==> src/rtl/shift_engine_if.sv <==
// Load-side handshake bundle for shift_engine: a word, its mode and step count,
// presented with valid and accepted when ready is high.
interface shift_engine_if #(
  parameter int WIDTH = 8,
  parameter int CNT_W = 4
);
  logic             load_valid;
  logic             load_ready;
  logic [WIDTH-1:0] load_data;
  logic [1:0]       load_mode;
  logic [CNT_W-1:0] load_count;

  modport master (
    output load_valid, load_data, load_mode, load_count,
    input  load_ready
  );

  modport slave (
    input  load_valid, load_data, load_mode, load_count,
    output load_ready
  );
endinterface

==> src/rtl/shift_engine.sv <==
// Parametrised load/shift/rotate engine: loads a word, then runs a counted number of LSL/LSR/ASR/ROL steps.
// Optional abort port and aborted pulse are built in when SHIFT_ENGINE_ABORT_EN is defined.
module shift_engine #(
  parameter int WIDTH = 8,
  parameter int CNT_W = 4
) (
  input  logic             clk,
  input  logic             rst,
  shift_engine_if.slave    ld,
  input  logic             ser_in,
  input  logic             step_en,
`ifdef SHIFT_ENGINE_ABORT_EN
  input  logic             abort,
  output logic             aborted,
`endif
  output logic [WIDTH-1:0] data_out,
  output logic             ser_out,
  output logic             busy,
  output logic             done
);

  localparam logic [1:0] ST_IDLE  = 2'd0;
  localparam logic [1:0] ST_SHIFT = 2'd1;
  localparam logic [1:0] ST_DONE  = 2'd2;

  localparam logic [1:0] MODE_LSL = 2'b00;
  localparam logic [1:0] MODE_LSR = 2'b01;
  localparam logic [1:0] MODE_ASR = 2'b10;

  logic [1:0]       state;
  logic [1:0]       mode;
  logic [CNT_W-1:0] count;
  logic [WIDTH-1:0] next_data;
  logic             next_ser;

  // Handshake and status flags decode straight from the state register.
  assign ld.load_ready = (state == ST_IDLE);
  assign busy          = (state == ST_SHIFT) || (state == ST_DONE);
  assign done          = (state == ST_DONE);

  always_comb begin
    next_data = data_out;
    next_ser  = ser_out;
    case (mode)
      MODE_LSL: begin
        next_data = {data_out[WIDTH-2:0], ser_in};
        next_ser  = data_out[WIDTH-1];
      end
      MODE_LSR: begin
        next_data = {ser_in, data_out[WIDTH-1:1]};
        next_ser  = data_out[0];
      end
      MODE_ASR: begin
        next_data = {data_out[WIDTH-1], data_out[WIDTH-1:1]};
        next_ser  = data_out[0];
      end
      default: begin
        next_data = {data_out[WIDTH-2:0], data_out[WIDTH-1]};
        next_ser  = data_out[WIDTH-1];
      end
    endcase
  end

  always_ff @(posedge clk or posedge rst) begin
    if (rst) begin
      state    <= ST_IDLE;
      mode     <= MODE_LSL;
      count    <= '0;
      data_out <= '0;
      ser_out  <= 1'b0;
`ifdef SHIFT_ENGINE_ABORT_EN
      aborted  <= 1'b0;
`endif
    end else begin
`ifdef SHIFT_ENGINE_ABORT_EN
      aborted <= 1'b0;
`endif
      case (state)
        ST_IDLE: begin
          if (ld.load_valid) begin
            data_out <= ld.load_data;
            mode     <= ld.load_mode;
            count    <= ld.load_count;
            state    <= (ld.load_count != '0) ? ST_SHIFT : ST_DONE;
          end
        end
        ST_SHIFT: begin
`ifdef SHIFT_ENGINE_ABORT_EN
          if (abort) begin
            aborted <= 1'b1;
            state   <= ST_IDLE;
          end else
`endif
          // The count guard keeps the counter from ever wrapping below zero.
          if (step_en && (count != '0)) begin
            data_out <= next_data;
            ser_out  <= next_ser;
            count    <= count - 1'b1;
            if (count == CNT_W'(1)) state <= ST_DONE;
          end
        end
        ST_DONE: state <= ST_IDLE;
        default: state <= ST_IDLE;
      endcase
    end
  end

endmodule

==> src/flat_wrapper.sv <==
// flat-port wrapper written by rule: the top's interface ports become plain ports
module shift_engine_flat 
#(
  parameter int WIDTH = 8,
  parameter int CNT_W = 4
)
  (clk, rst, ser_in, step_en, data_out, ser_out, busy, done, ld_load_valid, ld_load_data, ld_load_mode, ld_load_count, ld_load_ready);
  shift_engine_if #(.WIDTH(WIDTH), .CNT_W(CNT_W)) ld_i ();
  input  logic clk;
  input  logic rst;
  input  logic ser_in;
  input  logic step_en;
  output logic [WIDTH-1:0] data_out;
  output logic ser_out;
  output logic busy;
  output logic done;
  input wire logic [$bits(ld_i.load_valid)-1:0] ld_load_valid;
  input wire logic [$bits(ld_i.load_data)-1:0] ld_load_data;
  input wire logic [$bits(ld_i.load_mode)-1:0] ld_load_mode;
  input wire logic [$bits(ld_i.load_count)-1:0] ld_load_count;
  output wire logic [$bits(ld_i.load_ready)-1:0] ld_load_ready;
  assign ld_i.load_valid = ld_load_valid;
  assign ld_i.load_data = ld_load_data;
  assign ld_i.load_mode = ld_load_mode;
  assign ld_i.load_count = ld_load_count;
  assign ld_load_ready = ld_i.load_ready;
  shift_engine #(.WIDTH(WIDTH), .CNT_W(CNT_W)) u_core (.clk(clk), .rst(rst), .ld(ld_i), .ser_in(ser_in), .step_en(step_en), .data_out(data_out), .ser_out(ser_out), .busy(busy), .done(done));
endmodule
==> config.mk <==
export PLATFORM = sky130hd
export DESIGN_NAME = shift_engine_flat
export DESIGN_NICKNAME = d
export VERILOG_FILES = /design/src/rtl/shift_engine_if.sv /design/src/rtl/shift_engine.sv /design/src/flat_wrapper.sv
export SDC_FILE = /design/constraint.sdc
export NUM_CORES = 1
export LEC_CHECK = 0
export ABC_AREA = 1
export BUFFER_PORTS_ARGS = -buffer_cell sky130_fd_sc_hd__buf_2
export CELL_PAD_IN_SITES_DETAIL_PLACEMENT = 1
export CELL_PAD_IN_SITES_GLOBAL_PLACEMENT = 1
export CORE_MARGIN = 2
export CORE_UTILIZATION = 39
export CTS_BUF_LIST = sky130_fd_sc_hd__clkbuf_16
export DETAILED_ROUTE_END_ITERATION = 8
export PLACE_DENSITY_LB_ADDON = 0.2
export SYNTH_ARGS = -nofsm -noshare
export SYNTH_HDL_FRONTEND = slang
export SYNTH_SLANG_ARGS = --single-unit
==> constraint.sdc <==
create_clock -name clk -period 2.25 [get_ports clk]
set_clock_uncertainty 0.1 [all_clocks]
set_input_delay 0.225 -clock clk [delete_from_list [all_inputs] [get_ports clk]]
set_output_delay 0.225 -clock clk [all_outputs]
set_load 0.02 [all_outputs]
==> metrics.cfg <==
[status]
status = finished with violations
violations = hold timing

[timing]
fin_ws_ps = 314
slew_headroom_pct = 54.1
tns_ps = 0
final_hold_viol_count = 17
hold_slack_ps = -20.8
period_minus_slack_ps = 1940
rsz0062_at_grt = no
fmax_mhz = 517
worst_slew_pin_slew_ps = 688
post-route-period-util_pct = 86.0
setup_viol = 0
slew_violations = 0

[worst_setup_path]
worst-path-buf-inv = 2
path_max_fanout = 14
arrival_ps = 2020
cp-end-kind = flip-flop
path_cells = inv_1 > ha_1 > nand2_2 > o21ai_2 > inv_2 > a21oi_2 > nand3_1 > nand2_1
crit_slowest_cell = a21oi_2
slowest_delay_ps = 460
crit_type = reg2reg
cp.required_ps = 2330
startpoint_type = flip-flop
critical-path-top-delay-family = compound AO/OA/AOI/OAI gates

[global_route]
antenna_found_initial = 0
grtUsageTotal_pct = 21.5
met1_usage_pct = 25.9
grt_most_used_layer = met2
grt_use_met3_pct = 4.84
grt_max_degree = 18
grt_pass1_wl_microns = 5640
gr-usage-met2_pct = 39.2
overflow = 0
grt_pass1_vias = 1232

[clock_network]
cts_sinks = 17
cts.repair.resized = 0
htreeDepth = 1
insertion_delay_ps = 250
cts.path.max_buffers = 2
cts_buffers = 3
hold_buffers = 0
root_buffer = clkbuf_16
clk_pin_slew_ps = 50
cts_tree = yes
post_cts_buffers = 0

[placement]
port_buffers = 30
gp_congestion = 0.826
pre_cts_ws_ps = 304
hpwl_microns = 2420

[power_and_ir_drop]
leakage_uw = 0.000797
p_sw_uw = 1140
pwr_density_cell_mw_per_mm2 = 1610
p_seq_share_pct = 26.1
sw_frac_of_total_pct = 49.5
peakVddDrop_uv = 944
internal_power_uw = 1160
power_frac_comb_pct = 58.4
pwr-share-clk_pct = 15.5

[synthesis]
syn_inst = 167
synth_top_family_by_area = simple AND/OR/NAND/NOR gates
synth_compound_area_share_pct = 7.78
yosysSeqAreaShare_pct = 36.8
synth-simple-area-share_pct = 38.8
yosysWarnings = 0
synth.area.mux_share_pct = 0
post_synth_num_cell_types = 17
synthXorXnorAreaFrac_pct = 0
ys_ff_latch = 17
netlist_area_sq_mm = 0.00116
avgSynthCellArea_sq_um = 6.93
syn-num-nets = 195
synthAdderAreaFrac_pct = 9.73

[cells_and_area]
layout_common_cells = 62 x nand2_1, 30 x buf_2, 26 x nand3_1
area_growth_pct = 23.0
layout_commonest_cell = nand2_1
n_antenna_cell = 0
layout-drive-gt1-share_pct = 24.1
layout.nets = 228

[job]
max-cap-violations = 0

[die]
coreArea_sq_mm = 0.00278
die_area_sq_mm = 0.00342
dieWidth_microns = 58.5
io_pins = 31
initial_utilization_pct = 41.6
num_rows = 19
die_y_microns = 58.5

[drt]
wl_per_cell_microns = 13.9
vias = 1208
drc = 0
routed_via_density = 5.25
drt-initial-drc-count = 52
final_antenna_net_count = 0
routed_wl_microns = 3200
first_pass_iters = 4

[worst_hold_path]
hold_class = in2async

[power groups by stage]
| stage | clock, uW | sequential [uW] | combinational [uW] |
|---|---|---|---|
| 2_1_floorplan | 0 | 658 | 905 |
| 3_3_place_gp | 0 | 592 | 1300 |
| 3_5_place_dp | 0 | 603 | 1340 |
| 4_1_cts | 363 | 601 | 1360 |
| 5_1_grt | 375 | 620 | 1540 |
| 6_report | 357 | 599 | 1340 |
[synth_stat cells]
cell type,count,area (sq um)
nand2_1,62,233
nand3_1,26,130
dfrtp_1,17,425
inv_1,14,52.6
ha_1,9,113
nor2_1,8,30.0
o21ai_0,8,40.0
or2_2,8,50.1
a21oi_1,5,25.0
clkbuf_1,3,11.3
a21oi_2,1,8.76
buf_2,1,5.00
buf_4,1,7.51
inv_2,1,3.75
nand2_2,1,6.26
o21ai_2,1,8.76
o31ai_1,1,7.51
[routing by layer]
layer / up-vias / part of all wire (%)
met3: 2 / 4.5
met4: 0 / 0.50
met2: 27 / 52
li1: 597 / -
met5: - / 0
met1: 582 / 43
[final timing paths]
kind,start,cells after the start,slack (ps),endpoint
setup / recovery,u_core.state[0]$_DFFE_PP0P_,8,310,u_core.data_out[6]$_DFFE_PP0P_
hold / removal,rst,2,-20,u_core.data_out[1]$_DFFE_PP0P_
setup reg to reg,u_core.state[0]$_DFFE_PP0P_,8,310,u_core.data_out[6]$_DFFE_PP0P_
hold reg to reg,u_core.state[1]$_DFFE_PP0P_,2,420,u_core.state[1]$_DFFE_PP0P_
max in group asynchronous,rst,2,1640,u_core.mode[1]$_DFFE_PP0P_
min in group clk,ld_load_mode[0],3,140,u_core.mode[0]$_DFFE_PP0P_
[flip-flops by register name, indices dropped and copies added, names as in the netlist]
name	flops
u_core.mode	2
u_core.count	4
u_core.state	2
u_core.data_out	8
u_core.ser_out	1
[through the flow]
stage | hold slack, ps | cells | cell area, sq um | util [%] | total power [uW]
4_1_cts | 4.54 | 230 | 1420 | 51.2 | 2320
5_1_grt | 33.8 | 230 | 1420 | 51.2 | 2530
6_report | -20.8 | 230 | 1420 | 51.2 | 2300
3_5_place_dp | 268 | 226 | 1350 | 48.4 | 1950
2_1_floorplan | 51.1 | 167 | 1160 | - | 1560
3_3_place_gp | 264 | 226 | 1350 | 48.4 | 1890
[area by class of cell]
type | instances | area (sq um)
Fill cell | 370 | 1360
Timing Repair Buffer | 33 | 173
Inverter | 15 | 56.3
Clock inverter | 1 | 3.75
Sequential cell | 17 | 425
Tap cell | 31 | 38.8
Clock buffer | 3 | 75.1
Multi-Input combinational cell | 130 | 652
[kinds of logic (layout without fill, tap and decap cells)]
family / after synthesis / after routing
AOI/OAI and AO/OA: 16 / 16
adders and majority gates: 9 / 9
buffers and inverters: 20 / 52
DFF: 17 / 17
and+or+nand+nor: 105 / 105
(Power assumes the default switching activity.)
